--- src/rtl/switch_allocator.sv ---
`default_nettype none
// ============================================================================
// Module      : switch_allocator
// Description : 5x5 crossbar switch allocator with per-output round-robin
//               arbitration and wormhole (head-to-tail) output locking.
// Revision    : 1.0 - initial release
// ============================================================================
module switch_allocator #(
    parameter logic [2:0] SEL_IDLE = 3'b111,
    parameter logic       LOCK_EN  = 1'b1
) (
    input  logic        clk,
    input  logic        rst,
    input  logic [4:0]  req_valid,
    input  logic [14:0] req_port,
    input  logic [4:0]  req_head,
    input  logic [4:0]  req_tail,
    input  logic [4:0]  out_ready,
    output logic [4:0]  grant,
    output logic [2:0]  north_out_select,
    output logic [2:0]  east_out_select,
    output logic [2:0]  south_out_select,
    output logic [2:0]  west_out_select,
    output logic [2:0]  local_out_select,
    output logic [4:0]  out_locked,
    output logic [4:0]  req_err
);

    localparam int c_N = 5;

    logic [4:0] r_locked;
    logic [2:0] r_owner [c_N];
    logic [2:0] r_rr    [c_N];

    logic [2:0] w_port   [c_N];
    logic [4:0] w_err;
    logic [4:0] w_cand   [c_N];
    logic [4:0] w_found;
    logic [2:0] w_winner [c_N];
    logic [2:0] w_next   [c_N];
    logic [4:0] w_xfer;
    logic [2:0] w_sel    [c_N];
    logic [4:0] w_grant;
    logic [3:0] w_sum;
    logic [2:0] w_idx;

    generate
        for (genvar gi = 0; gi < c_N; gi++) begin : g_port
            assign w_port[gi] = req_port[3*gi +: 3];
        end
    endgenerate

    // Out-of-range ports and U-turns are flagged; local->local loopback is legal.
    always_comb begin
        w_err = '0;
        for (int i = 0; i < c_N; i++) begin
            if (req_valid[i] && ((w_port[i] > 3'd4) || ((i < 4) && (w_port[i] == 3'(i)))))
                w_err[i] = 1'b1;
        end
    end

    always_comb begin
        for (int o = 0; o < c_N; o++) begin
            w_cand[o] = '0;
            for (int i = 0; i < c_N; i++) begin
                if (req_valid[i] && !w_err[i] && (w_port[i] == 3'(o))) begin
                    if (!LOCK_EN)
                        w_cand[o][i] = 1'b1;
                    else if (r_locked[o])
                        w_cand[o][i] = (r_owner[o] == 3'(i)) && !req_head[i];
                    else
                        w_cand[o][i] = req_head[i];
                end
            end
        end
    end

    // Round-robin scan starting at the output's pointer, wrapping modulo 5.
    always_comb begin
        w_sum = '0;
        w_idx = '0;
        for (int o = 0; o < c_N; o++) begin
            w_found[o]  = 1'b0;
            w_winner[o] = 3'd0;
            for (int k = 0; k < c_N; k++) begin
                w_sum = {1'b0, r_rr[o]} + 4'(k);
                w_idx = (w_sum >= 4'd5) ? 3'(w_sum - 4'd5) : w_sum[2:0];
                if (!w_found[o] && w_cand[o][w_idx]) begin
                    w_found[o]  = 1'b1;
                    w_winner[o] = w_idx;
                end
            end
            w_next[o] = (w_winner[o] == 3'd4) ? 3'd0 : w_winner[o] + 3'd1;
        end
    end

    always_comb begin
        w_grant = '0;
        for (int o = 0; o < c_N; o++) begin
            w_xfer[o] = !rst && w_found[o] && out_ready[o];
            w_sel[o]  = w_xfer[o] ? w_winner[o] : SEL_IDLE;
        end
        for (int i = 0; i < c_N; i++) begin
            for (int o = 0; o < c_N; o++) begin
                if (w_xfer[o] && (w_winner[o] == 3'(i)))
                    w_grant[i] = 1'b1;
            end
        end
    end

    assign grant            = w_grant;
    assign north_out_select = w_sel[0];
    assign east_out_select  = w_sel[1];
    assign south_out_select = w_sel[2];
    assign west_out_select  = w_sel[3];
    assign local_out_select = w_sel[4];
    assign req_err          = rst ? 5'd0 : w_err;
    assign out_locked       = rst ? 5'd0 : r_locked;

    // Pointer moves past the winner only when a packet completes, so a
    // locked packet keeps its fairness position until the tail.
    always_ff @(posedge clk) begin
        if (rst) begin
            r_locked <= '0;
            for (int o = 0; o < c_N; o++) begin
                r_owner[o] <= 3'd0;
                r_rr[o]    <= 3'd0;
            end
        end else begin
            for (int o = 0; o < c_N; o++) begin
                if (w_xfer[o]) begin
                    if (LOCK_EN) begin
                        if (req_tail[w_winner[o]]) begin
                            r_locked[o] <= 1'b0;
                            r_rr[o]     <= w_next[o];
                        end else begin
                            r_locked[o] <= 1'b1;
                            r_owner[o]  <= w_winner[o];
                        end
                    end else begin
                        r_rr[o] <= w_next[o];
                    end
                end
            end
        end
    end

endmodule
`default_nettype wire
--- config.mk ---
export PLATFORM = sky130hd
export DESIGN_NAME = switch_allocator
export DESIGN_NICKNAME = d
export VERILOG_FILES = /design/src/rtl/switch_allocator.sv
export SDC_FILE = /design/constraint.sdc
export NUM_CORES = 1
export LEC_CHECK = 0
export ABC_CLOCK_PERIOD_IN_PS = 9300
export CORE_ASPECT_RATIO = 1.75
export CORE_MARGIN = 5
export CORE_UTILIZATION = 57
export CTS_CLUSTER_SIZE = 10
export DETAILED_ROUTE_END_ITERATION = 7
export PLACE_DENSITY = 0.79
export SETUP_SLACK_MARGIN = 0.4
export SYNTH_ARGS = -nofsm -noshare
export SYNTH_HDL_FRONTEND = slang
export SYNTH_SLANG_ARGS = --single-unit
--- constraint.sdc ---
create_clock -name clk -period 9.3 [get_ports clk]
set_input_delay 1.395 -clock clk [delete_from_list [all_inputs] [get_ports clk]]
set_output_delay 1.395 -clock clk [all_outputs]
set_load 0.005 [all_outputs]
### Word-level counts from Yosys, hierarchy flattened

Memory sizes are Yosys's and may differ from the RTL's.
Cells that the tools add are included.

* register bits after elaboration: 5
* RAM bits: 30
* logic and storage cells: 631
* memories kept: 2

Memories
* r_owner: words 5, width 3, rd ports 5, clocked after Yosys merged registers in 0, wr ports 5, line 32 `logic [2:0] r_owner [c_N];`
* r_rr: words 5, width 3, rd ports 5, clocked after Yosys merged registers in 0, wr ports 5, line 33 `logic [2:0] r_rr [c_N];`

* add/sub/neg operators: 50
* order comparisons: 60
* equality and inequality tests: 60
* muxes and demuxes: 279
* bitwise logic cells: 10
* reduce and logical (&&, ||, !) cells: 165

Operator list (number)
* two-way mux 3 bit: 70
* two-way mux 1 bit: 177
* < comparator 3 x 4 -> 1 bit, second input constant: 30
* logical AND 1 bit: 115
* binary-select mux 1 bit (select 3 bit): 30
* equality test 3 x 2 -> 1 bit, second input constant: 30
* greater-or-equal comparator 4 x 3 -> 1 bit, second input constant: 20
* subtractor 3 bit, second input constant: 25
* equality test 3 x 1 -> 1 bit, second input constant: 15
* equality test 3 bit, second input constant: 15
* zero test 3 bit: 15
* adder 3 x 2 -> 4 bit, second input constant: 10
* zero test 1 bit: 31
* adder 3 x 1 -> 4 bit, second input constant: 5
* adder 3 x 3 -> 4 bit, second input constant: 5
* adder 3 x 1 -> 3 bit, second input constant: 5
* greater-or-equal comparator 3 bit, second input constant: 5
* greater-than comparator 3 bit, second input constant: 5
* two-way mux 5 bit: 2
* OR 1 bit: 10
* logical OR 1 bit: 4

### Longest topological paths before layout

Gate-level depths: netlist of run 1.

* depth after elaboration: 31
* depth in mapped cells: 20
* mapped depth without buffers: 18

### Least setup slack after synthesis of run 1

No wires, ideal clock.

* kind: input to output
* start: input port req_port[1]
* end: output port grant[4]
* arrival: 4.579 ns
* data required time: 7.905 ns
* setup slack: 3.326 ns
* stages: 18
* cells stage by stage: nor2_1 ha_1 and4b_1 a22o_1 and2_1 o32ai_1 or2_2 clkbuf_1 or4b_4 nor2_1 or2_2 buf_2 ha_1 inv_1 nor2_1 nand2_1 o21ai_0 or3_1

* cells in the longest elaborated chain, start to end: 31

RTL lines
* start: declaration: line 15 `input logic [14:0] req_port,`
* branches (longest 30 deep; another with greater-than comparator 3 bit)
* two-way mux 1 bit (*): line 105 `if (w_xfer[o] && (w_winner[o] == 3'(i)))`
* end: declaration: line 19 `output logic [4:0] grant,`

Mark *: on every way between the ends. The select of a mux whose other input is x is not followed.

==> results of run 1 <==
[cells in the final DEF, fill, tap and decap left out, drive strengths merged, types with 9 or more instances in the layout]
cell           synthesis  routed
nand4                  9       9
o21a                   9       9
mux2                  12      12
o22ai                 19      19
nand3                 17      17
nor2                  81      81
or4b                   9       9
clkdlybuf4s50          0      66
edfxtp                30      30
nand2                 82      82
inv                   69      69
nor2b                 37      37
or2                   20      20
nand2b                36      36
mux2i                 31      31
ha                    67      67
and3                  19      19
a211oi                17      17
or3                   13      13
a31oi                 20      20
a21o                  10      10
o211ai                22      22
a21oi                 56      56
nor3b                 11      11
nor3                  47      47
and2                  18      18
o21ai                 48      48
xnor2                 20      20
[logic make-up (layout without fill, tap and decap cells)]
kind of cell	after synthesis	count (layout)	share of synthesized area [%]
adders and majority gates	73	73	11.9
DFF	35	35	12.5
xor gates and xnor gates	21	21	2.30
muxes	43	43	5.58
buffers and inverters	103	146	5.20
AOI/OAI and AO/OA	323	323	29.6
and+or+nand+nor	453	453	32.9
[through the flow]
| step | utilization [%] | setup WS (ns) |
|---|---|---|
| after global placement | 63.1 | 1.90 |
| after floorplan | - | 3.33 |
| final | 64.4 | 1.73 |
| after CTS | 64.4 | 1.78 |
| after global routing | 64.4 | 1.45 |
| after detailed placement | 63.1 | 1.83 |
[how the worst min path moves through the flow]
stage | start | to | slack (ns) | cells past startpoint
after floorplan | r_locked[1] | r_locked[1] | 0.64 | 3
final | r_locked[2] | r_locked[2] | 0.67 | 2
after detailed placement | r_locked[2] | r_locked[2] | 0.66 | 2
after global routing | r_locked[2] | r_locked[2] | 0.71 | 2
after global placement | r_locked[2] | r_locked[2] | 0.64 | 2
after CTS | r_locked[2] | r_locked[2] | 0.67 | 2
[worst max-delay path, delay by kind of cell]
kind                       cells  cell delay (ns)
adders and majority gates      3             0.79
buffers and inverters          3             1.32
AOI/OAI and AO/OA              4             1.38
and+or+nand+nor                6             1.26
[flip-flops by register name, summed over array words and instances, names as in the netlist]
name and count:
r_locked 5, r_rr 15, r_owner 15
[layer usage]
metal  part of all wire [%]  global-route usage (%)  vias up
li1                       -                       -     4106
met1                     37                    34.1     4030
met2                     50                    55.2      401
met3                    5.5                    3.22      138
met4                    7.2                    20.0        0
met5                      0                       0        -
[cell type report]
cell class / instances / area, sq um / share of cell area [%]
repair buffers: 68 / 676 / 7.59
clock inverters: 2 / 35.0 / 0.393
inverters: 70 / 263 / 2.95
well taps: 177 / 221 / 2.49
multi-input cells: 913 / 6570 / 73.8
clock buffers: 6 / 139 / 1.56
flip-flops and latches: 35 / 1000 / 11.2
==> impl_metrics.py, run 1 <==
metrics = {
    "synthesis": {
        "synth_area_sq_mm": 0.00799,
        "syn_nets": 1160,
        "synth_top_area_share_pct": 11.3,
        "synth_warnings": 0,
        "synth_area_leaders": "edfxtp_1 (11%), ha_1 (10%), mux2i_1 (3.9%)",
        "synth_enable_flop_cells": 30,
        "synthArstFlopShare_pct": 0,
        "synth_top_area_cell": "edfxtp_1",
        "synth-seq-cells": 35,
        "synth.yosys.seq_area_share_pct": 12.5,
        "syn_area_per_cell_sq_um": 7.60,
        "synth_commonest_cells": "nand2_1 (81), ha_1 (67), inv_1 (67)",
        "synth_ff_type": "edfxtp_1",
        "synthDistinctLibCells": 110,
        "synth_cells": 1051,
        "yosysMostFrequentCell": "nand2_1",
    },
    "timing": {
        "fmax_mhz": 132,
        "timing.setup.tns_ns": 0,
        "grt_setup_unrepaired": "no",
        "period_needed_ns": 7.57,
        "period_share_pct": 81.4,
        "finalSetupViolCount": 0,
        "fin_skew_ns": 0.00559,
        "max_slew_margin_pct": 21.0,
        "finalHoldViolations": 0,
        "finalMaxSlewViolations": 0,
        "worst_pin_slew_ns": 1.18,
        "whs_ns": 0.671,
    },
    "setup_path": {
        "crit_required_ns": 7.91,
        "cp-endpoint": "grant[3]",
        "slowest_delay_ns": 0.69,
        "worst_setup_path_end_kind": "output pin",
        "cp-start-kind": "primary input",
        "crit_fanout": 7,
        "critPathArrivalTime_ns": 6.17,
        "critical_path_class": "in2out",
        "startpoint": "req_port[0]",
        "cp_slowest_cell": "clkdlybuf4s50_1",
        "r2r_slack_ns": 3.28,
        "crit_chain": "clkdlybuf4s50_1, nor2_1, ha_1, nand4b_1, nor2_1, o211a_1, o311ai_0, nand2_1, or4_1, a32oi_1, inv_1, ha_1, ha_1, a222oi_1, nand2_1, clkdlybuf4s50_1",
        "worst_r2r_path_depth": 18,
        "crit_top_cell": "ha_1",
        "reg2reg_from": "r_rr[0][12]",
        "r2r-end": "r_rr[0][14]",
    },
    "placement": {
        "dp.final_hpwl_mm": 21.2,
        "port_buffers": 66,
        "dp.cells": 1263,
        "gp_congestion": 1.02,
        "postPlaceCellArea_sq_mm": 0.00873,
    },
    "routing": {
        "drcViolationCount": 0,
        "drt_wl_total_mm": 26.4,
        "postRouteAntennaNets": 0,
        "post_drt_wl_per_cell_um": 20.7,
        "vias_per_cell": 6.83,
        "drtPass1Iterations": 8,
        "drtIter0Drc": 720,
        "vias": 8675,
    },
    "clock_network": {
        "clkTransAtPathRegs_ns": 0.06,
        "holdBufCountCts": 0,
        "cts_tree": "done",
        "clk_path_buf_depth": 2,
        "clock_latency_ns": 0.29,
        "cts_max_level": 2,
        "cts_setup_buffers": 0,
        "cts_sinks": 35,
        "cts_root_buf": "clkbuf_16",
        "cts_buffers": 5,
        "cts_resized": 0,
    },
    "floorplanning": {
        "coreArea_sq_mm": 0.0138,
        "core.rowCount": 57,
        "ios": 67,
        "chipWidth_um": 99.5,
        "dieArea_sq_mm": 0.0166,
        "die_y_um": 167,
        "initial_core_util_pct": 57.7,
    },
    "job": {
        "maxCapViolations": 0,
    },
    "finish": {
        "stdcell_count": 1271,
        "drive_gt1_share_pct": 8.59,
        "num-nets-final": 1202,
        "area_delta_synth_final_pct": 11.5,
        "post-route-cell-area_sq_mm": 0.00890,
        "num_antenna_cells": 0,
        "filler_cell_count": 1251,
    },
    "global_routing": {
        "grt_use_total_pct": 31.0,
        "grt_pass1_vias": 8496,
        "gr-total-overflow": 0,
        "grt_max_degree": 27,
        "grt_first_pass_wirelength_mm": 42.0,
        "antenna_found_initial": 0,
    },
    "outcome": {
        "outcome": "finished, final reports clean",
    },
    "worst_hold_path": {
        "min_path_type": "reg2reg",
    },
}
Power of run 1 is not shown: default switching activity piles up to over one toggle a cycle in this logic, so the estimate is an artifact.
==> run 2, diff against run 1 <==
Settings changed: ABC_CLOCK_PERIOD_IN_PS 9300 to 6200, CORE_UTILIZATION 57 to 55.
Clock period 9.3 ns to 6.2 ns, I/O delays scaled along.
==> run 2 against run 1 <==
  * Register-to-register slack lost 2.2 ns
  * Flip-flop and latch count is the same
  * Clock skew grew 0.0015 ns
  * Sequential share of layout area shrank 1.4 points
  * Non-clock buffer count grew 101
  * Core utilization grew 6.6 points
  * First-iteration DRC count grew 9.2%
  * Via count grew 9.2%
  * Die area grew 3.3%
  * Routed wire length grew 9.3%
  * Critical path type unchanged
==> impl_metrics.py, run 2 (synthesized netlist as in run 1, its figures left out) <==
metrics = {
    "outcome": {
        "outcome": "finished, final reports clean",
    },
    "finish": {
        "top_regs": "r_owner (15), r_rr (15), r_locked (5)",
        "filler_cell_count": 1091,
        "area_delta_synth_final_pct": 27.0,
        "drive_gt1_share_pct": 22.1,
        "num-nets-final": 1303,
        "final_cell_mix": "buf_4 (101), nand2_1 (80), inv_1 (64), ha_1 (59), nor2_1 (56)",
        "layout_commonest_cell": "buf_4",
    },
    "clock_network": {
        "cts_max_level": 2,
        "cts_sinks": 35,
        "clk_path_buf_depth": 2,
        "clock_latency_ns": 0.29,
        "clkTransAtPathRegs_ns": 0.06,
        "cts_root_buf": "clkbuf_16",
        "cts_buffers": 5,
        "cts_tree": "done",
    },
    "setup_path": {
        "crit_required_ns": 5.27,
        "critPathArrivalTime_ns": 4.87,
        "crit_chain": "dlygate4sd2_1, nand2b_4, or3_4, or2_4, or4_1, and3_4, or4b_4, o221ai_4, buf_4, inv_1, ha_1, a22oi_1, nand2_1, clkdlybuf4s50_1",
        "critical_path_class": "in2out",
        "cp_slowest_cell": "or4b_4",
        "startpoint": "req_port[13]",
        "crit_buf_inv": 4,
        "worst_setup_path_end_kind": "output pin",
        "cp-start-kind": "primary input",
        "reg2reg_from": "r_rr[0][1]",
        "crit_fanout": 5,
        "cp_top_family": "simple AND/OR/NAND/NOR gates",
        "crit_cells": 14,
        "slowest_delay_ns": 0.60,
        "worst_r2r_path_depth": 19,
    },
    "routing": {
        "vias_per_cell": 6.88,
        "drcViolationCount": 0,
        "drt_wl_total_mm": 28.8,
        "vias": 9473,
        "postRouteAntennaNets": 0,
        "drtPass1Iterations": 5,
        "post_drt_wl_per_cell_um": 21.0,
        "drtIter0Drc": 786,
    },
    "timing": {
        "finalHoldViolations": 0,
        "worst_slack_ns": 0.398,
        "period_needed_ns": 5.80,
        "worst_pin_slew_ns": 0.639,
        "max_slew_margin_pct": 57.2,
        "fmax_mhz": 172,
        "fin_skew_ns": 0.00707,
        "timing.setup.tns_ns": 0,
        "finalMaxSlewViolations": 0,
        "finalSetupViolCount": 0,
        "period_share_pct": 93.6,
        "grt_setup_unrepaired": "no",
    },
    "floorplanning": {
        "die_y_um": 169,
        "initial_core_util_pct": 55.9,
        "chipWidth_um": 101,
        "coreArea_sq_mm": 0.0143,
        "dieArea_sq_mm": 0.0171,
        "ios": 67,
        "core.rowCount": 58,
    },
    "placement": {
        "dp.final_hpwl_mm": 21.8,
        "port_buffers": 66,
        "gp_congestion": 1.00,
        "pre_cts_slack_ns": 0.0356,
    },
    "global_routing": {
        "grt_use_total_pct": 31.6,
        "antenna_found_initial": 0,
        "grt_max_degree": 26,
        "grt_first_pass_wirelength_mm": 43.9,
        "grt_pass1_vias": 8880,
        "gr-total-overflow": 0,
    },
    "worst_hold_path": {
        "min_path_type": "reg2reg",
        "min_from": "r_locked[2]",
        "min_path_cells": 2,
    },
    "job": {
        "maxCapViolations": 0,
    },
}
[run 2: cell types whose count changed in the layout (fill, tap and decap cells not counted), moves of 5 or more]
cell	change
dlygate4sd2_1	+6
nor2_1	-7
dlymetal6s2s_1	+6
clkdlybuf4s50_1	-14
mux2i_1	-5
ha_2	+6
buf_4	+99
ha_1	-8
nor2_2	+5
[run 2: layer usage]
layer / global-route usage [%] / wire [um]
met5: 0 / 0
met4: 21.4 / 2440
met3: 3.99 / 2030
met1: 35.5 / 10400
met2: 54.3 / 14000
[run 2: area by class of cell]
type	count	area, sq um	area share [%]
Antenna cell	1	2.50	0.0247
Clock buffer	5	125	1.23
Clock inverter	3	67.6	0.666
Inverter	70	269	2.65
Multi-Input combinational cell	913	7010	69.1
Sequential cell	35	1000	9.87
Tap cell	180	225	2.22
Timing Repair Buffer	169	1440	14.2
[run 2: worst register-to-register path, stage by stage, from the launching register on]
cell and delay (ns):
edfxtp_1 0.41, buf_4 0.18, inv_2 0.13, ha_2 0.20
ha_1 0.25, inv_1 0.08, nor3_1 0.33, nor2_1 0.15
or4_1 0.46, and3_4 0.24, or4b_4 0.60, o221ai_4 0.19
buf_6 0.14, buf_4 0.12, o21ai_1 0.06, a311o_1 0.30
and3_4 0.20, nor4_4 0.48, buf_4 0.32, nor2_1 0.07
[run 2: repair_timing]
item	4_1_cts	5_1_grt
setup buffers	14	29
hold buffers	0	0
gates resized for setup	37	75
setup endpoints to repair	5	5
pin swaps	7	13
[run 2: path summary, 6_finish.rpt]
check,end,slack [ns]
setup / recovery,grant[2],0.40
hold / removal,r_locked[2],0.71
setup reg to reg,r_owner[0][11],1.06
hold reg to reg,r_locked[2],0.71
[run 2: through the flow]
step	hold WS [ns]	instance area [sq um]	utilization [%]	instances
final	0.713	10100	71.0	1376
after detailed placement	0.684	9170	64.1	1324
after global placement	0.659	9170	64.1	1324
after CTS	0.703	9610	67.2	1346
after floorplan	0.640	7990	-	1051
after global routing	0.753	10100	70.9	1375
Power of run 2 is left out for the same reason.
==> run 3, diff against run 2 <==
Settings changed: MAX_ROUTING_LAYER from default to met4.
==> run 3 against run 2 <==
  * Count of clock-buffer cells in the layout is 1 higher
  * Core utilization shrank 1.2 points
  * Flip-flop and latch count unchanged
  * Die area stayed put
  * Critical path depth grew 4
  * Global-route usage rose by 0.66 points
  * Non-clock buffer count shrank 10
  * First-iteration DRC count decreased by 16%
  * Final cell count shrank 0.80%
  * Fmax rose by 0.39%
  * Register-to-register slack gained 0.18 ns
  * Routed wire length fell by 1.8%
  * Critical path type unchanged
  * Largest cell class unchanged
  * Highest routed layer unchanged
==> impl_metrics.py, run 3 (synthesized netlist as in run 1, its figures left out) <==
metrics = {
    "outcome": {
        "outcome": "finished, final reports clean",
    },
    "setup_path": {
        "crit_buf_inv": 4,
        "crit_chain": "clkdlybuf4s15_1, nor2_4, ha_4, and4b_1, a22o_1, buf_4, o22ai_1, o21ba_4, o311ai_4, or4b_4, nor2_4, or2_4, inv_1, ha_1, ha_1, a22oi_2, nand2_1, clkdlybuf4s50_1",
        "cp_top_family": "simple AND/OR/NAND/NOR gates",
        "worst_setup_path_end_kind": "output pin",
        "slowest_delay_ns": 0.57,
        "cp-start-kind": "primary input",
        "crit_required_ns": 5.27,
        "crit_fanout": 7,
        "critical_path_class": "in2out",
        "critPathArrivalTime_ns": 4.85,
        "cp_slowest_cell": "or4b_4",
    },
    "placement": {
        "gp_congestion": 1.05,
        "pre_cts_slack_ns": 0.0474,
        "dp.final_hpwl_mm": 21.8,
        "dp.cells": 1321,
        "port_buffers": 66,
    },
    "timing": {
        "worst_slack_ns": 0.421,
        "period_needed_ns": 5.78,
        "max_slew_margin_pct": 55.9,
        "finalSetupViolCount": 0,
        "grt_setup_unrepaired": "yes",
        "timing.setup.tns_ns": 0,
        "period_share_pct": 93.2,
        "finalMaxSlewViolations": 0,
        "finalHoldViolations": 0,
        "fmax_mhz": 173,
        "worst_pin_slew_ns": 0.661,
        "fin_skew_ns": 0.00939,
    },
    "routing": {
        "drcViolationCount": 0,
        "vias": 9276,
        "postRouteAntennaNets": 0,
        "drtPass1Iterations": 8,
        "post_drt_wl_per_cell_um": 20.7,
        "drtIter0Drc": 664,
        "vias_per_cell": 6.80,
        "drt_wl_total_mm": 28.3,
    },
    "clock_network": {
        "clock_latency_ns": 0.29,
        "cts_tree": "done",
        "cts_root_buf": "clkbuf_16",
        "clk_path_buf_depth": 2,
        "cts_buffers": 5,
        "clkTransAtPathRegs_ns": 0.06,
        "cts_max_level": 2,
        "cts_sinks": 35,
        "holdBufCountCts": 0,
    },
    "global_routing": {
        "grt_first_pass_wirelength_mm": 43.5,
        "antenna_found_initial": 0,
        "grt_pass1_vias": 8720,
        "grt_max_degree": 25,
        "grt_use_total_pct": 32.2,
        "gr-total-overflow": 0,
    },
    "floorplanning": {
        "initial_core_util_pct": 55.9,
        "ios": 67,
        "die_y_um": 169,
        "chipWidth_um": 101,
        "coreArea_sq_mm": 0.0143,
        "core.rowCount": 58,
        "dieArea_sq_mm": 0.0171,
    },
    "finish": {
        "area_delta_synth_final_pct": 24.9,
        "filler_cell_count": 1151,
        "layout_commonest_cell": "buf_4",
        "num_antenna_cells": 0,
        "drive_gt1_share_pct": 21.4,
        "top_regs": "r_owner (15), r_rr (15), r_locked (5)",
        "final_core_util_pct": 69.8,
        "final_cell_mix": "buf_4 (93), nand2_1 (81), inv_1 (61), ha_1 (60), nor2_1 (58)",
        "stdcell_count": 1365,
        "num-nets-final": 1293,
    },
    "job": {
        "maxCapViolations": 0,
    },
    "worst_hold_path": {
        "min_path_type": "reg2reg",
    },
}
[run 3: cell types whose count changed in the layout (fill, tap and decap cells not counted), moves of 3 or more]
| cell | delta |
|---|---|
| buf_4 | -8 |
| dlygate4sd2_1 | -4 |
| dlymetal6s2s_1 | +4 |
| inv_1 | -3 |
| inv_2 | +3 |
| nor2_2 | -3 |
[run 3: layout make-up]
cell class	count	area (sq um)	share of cell area, %
clock buffer	6	129	1.29
multi-input combinational	913	6970	69.9
tap	180	225	2.26
sequential	35	1000	10.0
timing repair buffer	159	1370	13.7
inverter	70	268	2.69
clock inverter	2	12.5	0.125
[run 3: metrics by stage]
step	hold slack [ns]	cell area, sq um
after floorplan	0.640	7990
after global placement	0.648	9150
after detailed placement	0.664	9150
after CTS	0.672	9480
after global routing	0.712	9970
final	0.669	9970
[run 3: what timing repair did]
item,in CTS,in global routing
endpoints found under the hold margin,0,0
pin swaps,11,6
setup buffers,12,24
gates resized for setup,28,88
endpoints found under the setup margin,5,6
[run 3: tightest hold or removal path, cell delays in order, from the launching register on]
cell and delay [ns]:
dfxtp_1 0.39, nand2_1 0.14, o22ai_1 0.09
[run 3: path summary, 6_finish.rpt]
kind | startpoint | end | slack (ns) | cells past startpoint
setup / recovery | req_port[0] | grant[3] | 0.42 | 18
hold / removal | r_locked[2] | r_locked[2] | 0.67 | 2
setup reg to reg | r_rr[0][0] | r_owner[0][7] | 1.24 | 17
hold reg to reg | r_locked[2] | r_locked[2] | 0.67 | 2
[run 3: per-layer routing]
metal,vias up,track usage [%],wire [um]
met4,0,18.1,2180
met3,182,3.17,1750
li1,4292,-,-
met1,4315,35.3,10300
met2,487,55.9,14100
met5,-,-,0
Power of run 3 is left out for the same reason.
==> variant 1, RTL diff (settings of run 3) <==
Put a register stage on the output `req_err`, cleared by the reset. The value now appears one clock later. The other outputs are not delayed to match.
--- a/src/rtl/switch_allocator.sv
+++ b/src/rtl/switch_allocator.sv
@@ -114,7 +114,13 @@
     assign south_out_select = w_sel[2];
     assign west_out_select  = w_sel[3];
     assign local_out_select = w_sel[4];
-    assign req_err          = rst ? 5'd0 : w_err;
+    always_ff @(posedge clk) begin
+        if (rst) begin
+            req_err <= '0;
+        end else begin
+            req_err <= rst ? 5'd0 : w_err;
+        end
+    end
     assign out_locked       = rst ? 5'd0 : r_locked;
 
     // Pointer moves past the winner only when a packet completes, so a
Function: changed (Yosys sat finds a counterexample within 4 cycles, from zero or initial values and one cycle with rst high).
==> variant 1 against run 3 <==
Sequential cell count rose by 5; synthesized area rose by 2.3%; first-iteration DRC count fell by 12%; die area rose by 2.1%; wire length rose by 3.1%; clock skew fell by 0.0021 ns; maximum frequency rose by 0.60%; design area rose by 2.9%; setup slack improved by 0.035 ns; non-clock buffer count rose by 20; highest routed layer unchanged.
Power is not shown: default switching activity piles up to over one toggle a cycle in this logic, so the estimate is an artifact.
==> variant 1: results (changes against run 3) <==
metric,value,unit,change
outcome,"complete, no violations",,
root_buffer,clkbuf_16,,
reg.largest.list,"r_owner: 15 flops, r_rr: 15 flops",,
synth-seq-cells,40,,+14%
synth.most_common_cell,nor2_1,,
hold_class,reg2reg,,
seq_area_frac_synth,0.1348,,+0.009430
dpl_worst_slack,0.07219,ns,+0.02480 ns
cts_resized,39,,+39%
netlist_top_cells_area,"edfxtp_1 (11%), ha_1 (10%), mux2i_1 (5.1%)",,
area_growth,25.65,%,
grt_max_degree,35,,+40%
multi_input_area_share,0.6797,,-0.01929
final-seq-area,1101,sq um,+10%
drt_wl_total,29180,um,+3.1%
finalWorstSetupSlack,0.4554,ns,+0.03459 ns
grtUsageTotal,0.3336,,+0.01147
multi_input_gates,930,,+1.9%
num-nets-final,1335,,+3.2%
post-cts-setup-buffer-count,17,,+5
r2r_setup_slack,1.00,ns,-0.24 ns
nClkBuffers,5,,-1
stdcell_count,1410,,+3.3%
buf_share,0.1484,,+0.01143
synthTopCellsByCount,"nor2_1 (102), ha_1 (67), nand2_1 (65), inv_1 (64), a21oi_1 (54)",,
first_pass_iters,6,,-2
drive_gt1_frac,0.1866,,-0.02687
place_hpwl,22520,um,+3.4%
clockBufferDepth,2,,unchanged
worstPathMaxFanout,4,,-3
grt_first_pass_wirelength,45380,um,+4.3%
path_clk_slew,0.06,ns,about the same
tightestPinTransition,0.7914,ns,+0.1301 ns
arrival,4.81,ns,-0.04 ns
nFillCells,1266,,+10%
synth_edf_count,30,,unchanged
clock_skew,0.007267,ns,-0.002125 ns
antenna_found_initial,0,,unchanged
routabilityCongestion,1.015,,-3.4%
vias_per_cell,6.866,,+1.0%
synth_warnings,0,,unchanged
diodes,0,,unchanged
syn_area,8170,sq um,+2.3%
syn_nets,1188,,+2.4%
h-tree-depth,2,,unchanged
placed_area,9553,sq um,+4.4%
ys_types,95,,-14%
clkCellAreaFrac,0.01670,,+0.002519
grt_pass1_vias,9345,,+7.2%
syn_area_per_cell,7.572,sq um,-0.35%
io_buffer_count,66,,unchanged
drt_iter0_drc,585,,-12%
signal_buffers,179,,+13%
-- variant 1: cell types whose count changed after synthesis, moves of 11 or more --
cell             run 3  this run
a211oi_1            14        27
mux2i_1             31        42
nand2_1             81        65
nor2_1              63       102
nor2_2              18         0
nor3_1              46        31
-- variant 1: metrics by stage --
stage,util,hold slack [ns]
after CTS,0.6754,0.7479
final,0.6953,0.7486
after detailed placement,0.6470,0.7390
after global placement,0.6470,0.7247
after floorplan,-,0.6889
after global routing,0.6953,0.8102
-- variant 1: worst paths after layout --
| kind | end | start | depth (start not counted) |
|---|---|---|---|
| setup / recovery | grant[1] | req_port[14] | 12 |
| setup reg to reg | r_rr[0][4] | r_rr[0][9] | 16 |
| hold reg to reg | r_locked[3] | r_locked[3] | 3 |
| hold / removal | r_locked[3] | r_locked[3] | 3 |
-- variant 1: cell families after synthesis --
family,count (synthesis),synth area share
muxes,49,0.06110
and+or+nand+nor,441,0.3029
buffers and inverters,109,0.05452
adders and majority gates,73,0.1161
DFF,40,0.1348
xor gates and xnor gates,22,0.02358
AOI/OAI and AO/OA,345,0.3070
-- variant 1: critical path, stage by stage --
cell and delay, ns:
clkdlybuf4s50_1 0.43, or4bb_4 0.55, a211o_1 0.27, or4_4 0.53
a221o_1 0.33, o221a_2 0.28, a211oi_4 0.31, inv_2 0.10
ha_1 0.20, a222oi_1 0.50, nand2_1 0.09, dlygate4sd2_1 0.29
-- variant 1: routing by layer --
| layer | up-vias | global-route usage | share of wire |
|---|---|---|---|
| met4 | 0 | 0.2085 | 0.074 |
| met1 | 4577 | 0.3437 | 0.35 |
| li1 | 4466 | - | - |
| met5 | - | - | 0 |
| met3 | 160 | 0.03896 | 0.061 |
| met2 | 478 | 0.5899 | 0.51 |
==> variant 2, RTL diff (flow settings as in run 3) <==
Without the edit above. The parameter `LOCK_EN` goes from 1'b1 to 1'b0.
--- a/src/rtl/switch_allocator.sv
+++ b/src/rtl/switch_allocator.sv
@@ -7,7 +7,7 @@
 // ============================================================================
 module switch_allocator #(
     parameter logic [2:0] SEL_IDLE = 3'b111,
-    parameter logic       LOCK_EN  = 1'b1
+    parameter logic       LOCK_EN  = 1'b0
 ) (
     input  logic        clk,
     input  logic        rst,
Function: changed (Yosys sat finds a counterexample within 4 cycles, from zero or initial values and one cycle with rst high).
==> variant 2 against run 3 <==
Setup slack gained 0.022 ns; count of clock-buffer cells in the layout shrank 3; die area shrank 22%; sequential cell count shrank 15; wire length shrank 30%; non-clock buffer count shrank 44; critical path depth grew 2; synthesized cell count shrank 22%; synthesized area shrank 23%; register-to-register slack gained 0.38 ns; design area shrank 25%; highest routed layer unchanged.
Power is not shown: default switching activity piles up to over one toggle a cycle in this logic, so the estimate is an artifact.
==> variant 2: results (changes against run 3) <==
metric,value,unit,change
reg.largest.list,"r_rr: 15 flops, r_locked: 5 flops",,
cts_resized,33,,+18%
syn-instance-count,816,,-22%
grtUsageMet3,0.02515,,-0.006523
clkCellAreaFrac,0.01397,,-0.0002108
outcome,"complete, no violations",,
netlist_top_cells_area,"ha_1 (14%), edfxtp_1 (7.4%), mux2i_1 (5.1%)",,
area_growth,22.91,%,
dpl_worst_slack,0.07427,ns,+0.02688 ns
multi_input_area_share,0.7285,,+0.02947
ys_types,92,,-16%
synthTopCellsByCount,"ha_1 (67), nor2_1 (65), nand2_1 (64), inv_1 (53), a21oi_1 (36)",,
place_hpwl,15270,um,-30%
r2r-end,r_rr[0][6],,
critPathMaxStageDelay,0.52,ns,-0.05 ns
first_pass_iters,6,,-2
worstPathMaxFanout,5,,-2
route.met3.wl,1011,um,-42%
dr_wl_met2,10410,um,-26%
grt_max_degree,22,,-12%
syn_nets,925,,-20%
num-nets-final,1016,,-21%
hp-start,r_locked[1],,
buf_share,0.1340,,-0.002993
grt_first_pass_wirelength,31630,um,-27%
grtUsageTotal,0.2845,,-0.03761
synth_edf_count,15,,-50%
n_all_inverters,57,,-19%
use_met2,0.5312,,-0.02785
nFillCells,910,,-21%
clk_latency,0.26,ns,-0.03 ns
signal_buffers,115,,-28%
variant 2: cell count changes after synthesis, sizes merged, moves of 14 or more:
cell    delta
o21ai     -20
a21oi     -19
nor2      -16
edfxtp    -15
o211ai    -14
nand2     -18
nand2b    -17
nor3      -28
variant 2: how the worst max path moves through the flow:
stage	endpoint	slack [ns]	cells past startpoint
final	grant[3]	0.44	20
after CTS	grant[2]	0.41	20
after floorplan	grant[3]	1.22	17
after detailed placement	grant[3]	0.07	15
after global routing	grant[3]	0.33	20
after global placement	grant[4]	0.16	16
variant 2: cells by family (layout without fill, tap and decap cells):
group           count (synthesis)  after routing  synth area share
compound gates                233            233            0.2792
xor+xnor                       21             21           0.03004
fa+ha+maj                      73             73            0.1549
buf+inv                        86            176           0.05457
flops                          20             20           0.08992
mux                            44             44           0.07868
simple gates                  339            339            0.3127
